--- src/rtl/piso_serializer.sv ---
// rtl/piso_serializer.sv - parallel-in serial-out feeder, MSB first, with a one-word holding buffer
module piso_serializer #(
    parameter int WIDTH = 4
) (
    input  logic             clk,
    input  logic             reset,
    input  logic [WIDTH-1:0] load_data,
    input  logic             load_valid,
    output logic             load_ready,
    input  logic             enable,
    output logic             sout,
    output logic             sout_valid,
    output logic             frame_start,
    output logic [15:0]      word_count
);

    localparam int CW = $clog2(WIDTH);
    localparam logic [CW-1:0] LAST = CW'(WIDTH - 1);

    typedef enum logic {
        IDLE  = 1'b0,
        SHIFT = 1'b1
    } state_t;

    state_t           state;
    state_t           state_nxt;
    logic [WIDTH-1:0] hold;
    logic             hold_full;
    logic             hold_full_nxt;
    logic [WIDTH-1:0] sreg;
    logic [WIDTH-1:0] sreg_nxt;
    logic [CW-1:0]    cnt;
    logic [CW-1:0]    cnt_nxt;
    logic [15:0]      word_count_nxt;
    logic             accept;
    logic             last_bit;
    logic             transfer;

    // Ready looks only at the registered flag, so hold never drains and refills on one edge.
    assign load_ready = reset & ~hold_full;

    always_comb begin
        accept         = load_valid & load_ready;
        last_bit       = (state == SHIFT) && enable && (cnt == LAST);
        transfer       = hold_full && ((state == IDLE) || last_bit);

        state_nxt      = state;
        sreg_nxt       = sreg;
        cnt_nxt        = cnt;
        hold_full_nxt  = hold_full;
        word_count_nxt = word_count;

        if (accept) begin
            hold_full_nxt = 1'b1;
        end

        if (last_bit) begin
            word_count_nxt = word_count + 16'd1;
        end

        if (transfer) begin
            sreg_nxt      = hold;
            cnt_nxt       = '0;
            hold_full_nxt = 1'b0;
            state_nxt     = SHIFT;
        end else if (last_bit) begin
            sreg_nxt  = '0;
            cnt_nxt   = '0;
            state_nxt = IDLE;
        end else if ((state == SHIFT) && enable) begin
            sreg_nxt = {sreg[WIDTH-2:0], 1'b0};
            cnt_nxt  = cnt + 1'b1;
        end
    end

    always_ff @(posedge clk) begin
        if (!reset) begin
            state      <= IDLE;
            hold       <= '0;
            hold_full  <= 1'b0;
            sreg       <= '0;
            cnt        <= '0;
            word_count <= '0;
        end else begin
            state      <= state_nxt;
            hold_full  <= hold_full_nxt;
            sreg       <= sreg_nxt;
            cnt        <= cnt_nxt;
            word_count <= word_count_nxt;
            if (accept) begin
                hold <= load_data;
            end
        end
    end

    assign sout        = sreg[WIDTH-1];
    assign sout_valid  = (state == SHIFT);
    assign frame_start = sout_valid && (cnt == '0);

endmodule

--- config.mk ---
export PLATFORM = sky130hd
export DESIGN_NAME = piso_serializer
export DESIGN_NICKNAME = d
export VERILOG_FILES = /design/src/rtl/piso_serializer.sv
export SDC_FILE = /design/constraint.sdc
export NUM_CORES = 1
export LEC_CHECK = 0
export CELL_PAD_IN_SITES_DETAIL_PLACEMENT = 1
export CELL_PAD_IN_SITES_GLOBAL_PLACEMENT = 2
export CORE_ASPECT_RATIO = 1.4
export CORE_UTILIZATION = 30
export CTS_BUF_LIST = sky130_fd_sc_hd__clkbuf_8
export DETAILED_ROUTE_END_ITERATION = 6
export GPL_ROUTABILITY_DRIVEN = 1
export HOLD_SLACK_MARGIN = 0.12
export PLACE_DENSITY_LB_ADDON = 0.12
export REMOVE_ABC_BUFFERS = 1
export SYNTH_ARGS = -nofsm -noshare
export SYNTH_HDL_FRONTEND = slang
export SYNTH_SLANG_ARGS = --single-unit
--- constraint.sdc ---
create_clock -name clk -period 1.8 [get_ports clk]
set_input_delay 0.36 -clock clk [delete_from_list [all_inputs] [get_ports clk]]
set_output_delay 0.36 -clock clk [all_outputs]
set_load 0.02 [all_outputs]
==> results of run 1 <==
## path summary, 6_finish.rpt
| kind | from | end | slack, ns | cells after the start |
|---|---|---|---|---|
| worst max register to register | cnt[0] | word_count[13] | 0.21 | 5 |
| worst min register to register | word_count[15] | word_count[15] | 0.48 | 2 |
| worst min-delay path | word_count[15] | word_count[15] | 0.48 | 2 |
| worst max-delay path | word_count[3] | word_count[3] | 0.07 | 1 |
## through the flow
stage / util / area (sq um) / hold WS (ns) / power, uW
floorplan: - / 1220 / 0.431 / 716
global placement: 0.402 / 1590 / 0.448 / 767
detailed placement: 0.402 / 1590 / 0.467 / 772
CTS: 0.420 / 1660 / 0.486 / 1280
global route: 0.421 / 1660 / 0.509 / 1310
finish: 0.421 / 1660 / 0.478 / 1250
## metal layers
layer  up-vias  part of all wire
met5         -                 0
met4         0             0.011
met3         4             0.021
met2        16              0.55
met1       527              0.42
li1        555                 -
## placed cells by master (no fill, tap or decap), drive strengths merged, types with 4 or more instances in the layout
| master | n |
|---|---|
| inv | 4 |
| mux2i | 7 |
| a21oi | 9 |
| nor3 | 5 |
| nand2 | 10 |
| nand4 | 5 |
| nand3 | 9 |
| xnor2 | 5 |
| nor2 | 23 |
| clkdlybuf4s50 | 24 |
| dfxtp | 28 |
| xor2 | 5 |
| buf | 6 |
## where the power goes
part           switching, uW  internal (uW)  total [uW]
logic                   56.7           48.9         106
registers               12.7            635         647
clock network            201            298         499
total                    270            981        1250
## state kept, by name, indices dropped and copies added, names as in the netlist
name,flops
sout_valid,1
cnt,2
hold,4
hold_full,1
sreg,4
word_count,16
## worst reg2reg max path, cell delays in order (launching register included)
cell and delay (ns):
dfxtp_1 0.39, ha_2 0.29, nand3_4 0.11, or2_1 0.29
or3_1 0.32, a21oi_1 0.14
## logic make-up after synthesis
| group | after synthesis | synth area share |
|---|---|---|
| buffers and inverters | 10 | 0.0370 |
| AO/OA/AOI/OAI | 15 | 0.0699 |
| adder cells (fa/ha/maj) | 3 | 0.0300 |
| AND/OR/NAND/NOR | 70 | 0.290 |
| flip-flops | 28 | 0.448 |
| multiplexers | 7 | 0.0559 |
| XOR/XNOR | 10 | 0.0699 |
## layout make-up
class	count	area, sq um	share of cell area
timing repair buffer	33	315	0.189
clock buffer	3	41.3	0.0248
sequential	28	561	0.337
inverter	4	15.0	0.00902
tap	43	53.8	0.0323
multi-input combinational	105	648	0.389
clock inverter	1	30.0	0.0180
==> flow_metrics.py, run 1 <==
metrics = {
    "sta": {
        "fin_crit_sh": 0.963,
        "worst_slack_ns": 0.0674,
        "setup_violations": 0,
        "grt_setup_unrepaired": "no",
        "tns_ns": 0,
        "fmax_mhz": 577,
        "fin_skew_ns": 0.00303,
        "slew_headroom": 0.786,
        "worst-slew-pin-transition_ns": 0.319,
        "hold_violations": 0,
        "min_period_ns": 1.73,
        "drv_slew": 0,
    },
    "clocking": {
        "cts_setup_buffers": 0,
        "clk_pin_slew_worst_paths_ns": 0.10,
        "clock_latency_ns": 0.27,
        "cts_buffers": 3,
        "cts.sinks": 28,
        "ctsHoldBuffers": 0,
        "cts_tree": "yes",
        "cts_buffer_depth": 2,
        "root_buffer": "clkbuf_8",
        "cts-resized-gates": 2,
        "cts.htree.levels": 1,
    },
    "final_layout": {
        "area_growth_pct": 32.9,
        "final_cells": 217,
        "diodes": 0,
        "nets": 186,
        "nFillCells": 486,
        "drive_gt1_frac": 0.0805,
    },
    "yosys": {
        "synth.largest_area_cell": "dfxtp_1",
        "ys_types": 31,
        "yosysMostFrequentCell": "dfxtp_1",
        "ys.flop_type": "dfxtp_1",
        "yosys_warnings": 0,
        "synth_common_cells": "28 x dfxtp_1, 23 x nor2_1, 10 x nand2_1",
        "synthTopCellsByArea": "dfxtp_1 45%, nor2_1 6.9%, mux2i_1 5.6%, a21oi_1 3.6%, xnor2_1 3.5%",
        "synth-edff-count": 0,
        "yosysTopAreaCellShare": 0.448,
        "synth_seq_cells": 28,
        "ys_seq_area_frac": 0.448,
        "syn_area_sq_mm": 0.00125,
        "postSynthAreaPerCell_sq_um": 8.76,
        "synthArstFlopShare": 0,
        "synth_cells": 143,
    },
    "die": {
        "initial_core_util": 0.317,
        "rows": 27,
        "die_h_microns": 78.5,
        "die-area_sq_mm": 0.00444,
        "coreArea_sq_mm": 0.00395,
        "die_w_microns": 56.6,
        "pin_count": 28,
    },
    "global_route": {
        "grtUsageTotal": 0.145,
        "grt_pass1_wl_mm": 5.06,
        "antenna_found_initial": 0,
        "grt-ovfl-total": 0,
        "grt_max_degree": 24,
        "top_usage_layer": "met2",
        "grtUsageMet2": 0.264,
        "grtUsageMet1": 0.169,
        "grt_pass1_vias": 1117,
        "grtUsageMet3": 0.0148,
    },
    "placed_design": {
        "dp.cells": 213,
        "preCtsSetupSlack_ns": -0.217,
        "place.gp.congestion": 0.715,
        "place_hpwl_mm": 2.31,
        "portBuffers": 27,
    },
    "outcome": {
        "status": "finished clean",
    },
    "hold_path": {
        "hold_path.class": "reg2reg",
    },
    "routing": {
        "vias": 1102,
        "drc": 0,
        "routed_wirelength_mm": 3.00,
        "ant_nets": 0,
        "drtIter0Drc": 18,
        "drt_pass1_iterations": 4,
        "routed_via_density": 5.08,
        "detail_route.wl_per_cell_microns": 13.8,
    },
    "critical_path": {
        "crit_path_end_kind": "primary output",
        "cp.arrival_ns": 1.37,
        "critPathKind": "reg2out",
        "cpPeakStageDelay_ns": 0.65,
        "crit_fanout": 8,
        "path_cells": "clkdlybuf4s50_1",
        "worst-path-buf-inv": 1,
        "start_kind": "flip-flop",
        "slowest_stage": "clkdlybuf4s50_1",
        "critPathRequiredTime_ns": 1.44,
        "critical-path-top-delay-family": "buffers and inverters",
    },
    "run": {
        "maxCapViolCount": 0,
    },
    "power": {
        "p_per_area_mw_per_mm2": 752,
        "leakagePower_uw": 0.000630,
        "peakVddDrop_uv": 452,
    },
}
(Power assumes the default switching activity.)
==> run 2: changes to the inputs <==
- PLACE_DENSITY_LB_ADDON: 0.12 -> 0.1
==> run 2 against run 1 <==
  * Design area shrank 0.90%
  * Combinational power rose by 4%
  * Routed wire length shrank 1.0%
  * Die area did not move
  * Hold slack got worse by 0.022 ns
  * Sequential share of layout area increased by 0.38 points
  * Sequential power about the same
==> flow_metrics.py, run 2 (synthesis results as in run 1) <==
metrics = {
    "sta": {
        "slew_headroom": 0.781,
        "worst-slew-pin-transition_ns": 0.327,
        "drv_slew": 0,
        "fmax_mhz": 580,
        "hold_violations": 0,
        "worst_slack_ns": 0.0756,
        "grt_setup_unrepaired": "no",
        "setup_violations": 0,
        "fin_skew_ns": 0.00195,
        "tns_ns": 0,
        "min_period_ns": 1.72,
        "fin_crit_sh": 0.958,
    },
    "routing": {
        "ant_nets": 0,
        "routed_via_density": 5.04,
        "drc": 0,
        "drt_pass1_iterations": 4,
        "routed_wirelength_mm": 2.96,
        "detail_route.wl_per_cell_microns": 13.6,
        "drtIter0Drc": 20,
        "vias": 1098,
    },
    "hold_path": {
        "min-delay-start": "hold[0]",
        "hold_path.class": "reg2reg",
    },
    "power": {
        "p_clk_frac": 0.312,
        "power_frac_seq": 0.588,
        "p_per_area_mw_per_mm2": 666,
        "peakVddDrop_uv": 392,
        "p_switching_uw": 261,
        "leakagePower_uw": 0.000632,
        "p_int_uw": 837,
        "swShare": 0.237,
        "comb_power_share": 0.100,
    },
    "final_layout": {
        "largest_reg_flops": 16,
        "nets": 188,
        "area_growth_pct": 31.7,
        "largestRegisters": "word_count x16, hold x4, sreg x4",
        "layout.cells.most_common": "dfxtp_1",
        "regMostFlops": "word_count",
        "layout_common_cells": "27 x dfxtp_1, 24 x clkdlybuf4s50_1, 23 x nor2_1",
        "diodes": 0,
        "drive_gt1_frac": 0.0857,
        "final_cells": 218,
    },
    "clocking": {
        "cts_buffers": 3,
        "cts.sinks": 28,
        "ctsHoldBuffers": 0,
        "cts_buffer_depth": 2,
        "cts_tree": "yes",
        "cts_setup_buffers": 0,
        "root_buffer": "clkbuf_8",
        "clk_pin_slew_worst_paths_ns": 0.09,
        "cts.htree.levels": 1,
        "clock_latency_ns": 0.27,
        "cts-resized-gates": 2,
    },
    "die": {
        "coreArea_sq_mm": 0.00395,
        "rows": 27,
        "pin_count": 28,
        "die-area_sq_mm": 0.00444,
        "initial_core_util": 0.317,
        "die_w_microns": 56.6,
        "die_h_microns": 78.5,
    },
    "critical_path": {
        "setup.worst_path.end": "sout_valid",
        "cp.arrival_ns": 1.36,
        "cpPeakStageDelay_ns": 0.60,
        "start_kind": "flip-flop",
        "critPathKind": "reg2out",
        "crit_path_end_kind": "primary output",
        "rr_startpoint": "cnt[1]",
        "slowest_stage": "clkdlybuf4s50_1",
        "reg2reg_to": "word_count[13]",
        "critPathRequiredTime_ns": 1.44,
        "reg2reg_depth": 5,
        "r2r_slack_ns": 0.18,
        "crit_fanout": 5,
        "path_cells": "buf_4, clkdlybuf4s50_1",
        "crit_start": "sout_valid",
    },
    "global_route": {
        "grtUsageTotal": 0.147,
        "grt_pass1_wl_mm": 5.06,
        "grt-ovfl-total": 0,
        "top_usage_layer": "met2",
        "grtUsageMet1": 0.164,
        "grtUsageMet3": 0.0198,
        "antenna_found_initial": 0,
        "grt_pass1_vias": 1112,
        "grt_max_degree": 24,
        "grtUsageMet2": 0.269,
    },
    "placed_design": {
        "place_hpwl_mm": 2.32,
        "portBuffers": 27,
        "place.gp.congestion": 0.701,
        "preCtsSetupSlack_ns": -0.187,
        "dp.cells": 215,
    },
    "run": {
        "maxCapViolCount": 0,
    },
    "outcome": {
        "status": "finished clean",
    },
}
[run 2: per-stage QoR]
step                      hold slack, ns   util  total power [uW]  instance area [sq um]
final                              0.456  0.417              1100                   1650
after global routing               0.491  0.417              1150                   1650
after CTS                          0.459  0.416              1120                   1640
after detailed placement           0.446  0.406               774                   1610
after global placement             0.450  0.406               770                   1610
after floorplan                    0.431      -               716                   1220
[run 2: worst min path at each step]
stage / cells after the start / slack [ns] / end
6_report: 2 / 0.46 / sreg[0]
3_5_place_dp: 2 / 0.45 / sreg[0]
4_1_cts: 2 / 0.46 / sreg[0]
3_3_place_gp: 2 / 0.45 / sreg[0]
2_1_floorplan: 2 / 0.43 / sreg[0]
5_1_grt: 2 / 0.49 / sreg[0]
[run 2: area by class of cell]
cell class                 count  area (sq um)
clock buffer                   3          41.3
sequential                    28           562
fill                         477          2300
tap                           43          53.8
inverter                       4          15.0
multi-input combinational    105           646
timing repair buffer          35           332
[run 2: routing by layer]
layer	part of all wire	wire [microns]
met5	0	0
met4	0.018	54
met3	0.026	77
met2	0.53	1590
met1	0.42	1250
[run 2: power groups by stage]
stage	sequential, uW	combinational, uW	clock [uW]
after floorplan	662	53.5	0
after global placement	659	111	0
after detailed placement	659	115	0
after CTS	645	112	363
after global routing	647	123	381
final	645	110	343
[run 2: worst max-delay path: cells and delay by family, from the launching register on]
kind / cells / cell delay, ns
flip-flops: 1 / 0.34
buffers and inverters: 2 / 0.74
==> run 3: changes to the inputs <==
- CTS_CLUSTER_DIAMETER: unset -> 120
==> results of run 3 <==
The final DEF is identical to that of run 2; final timing and power are the same.
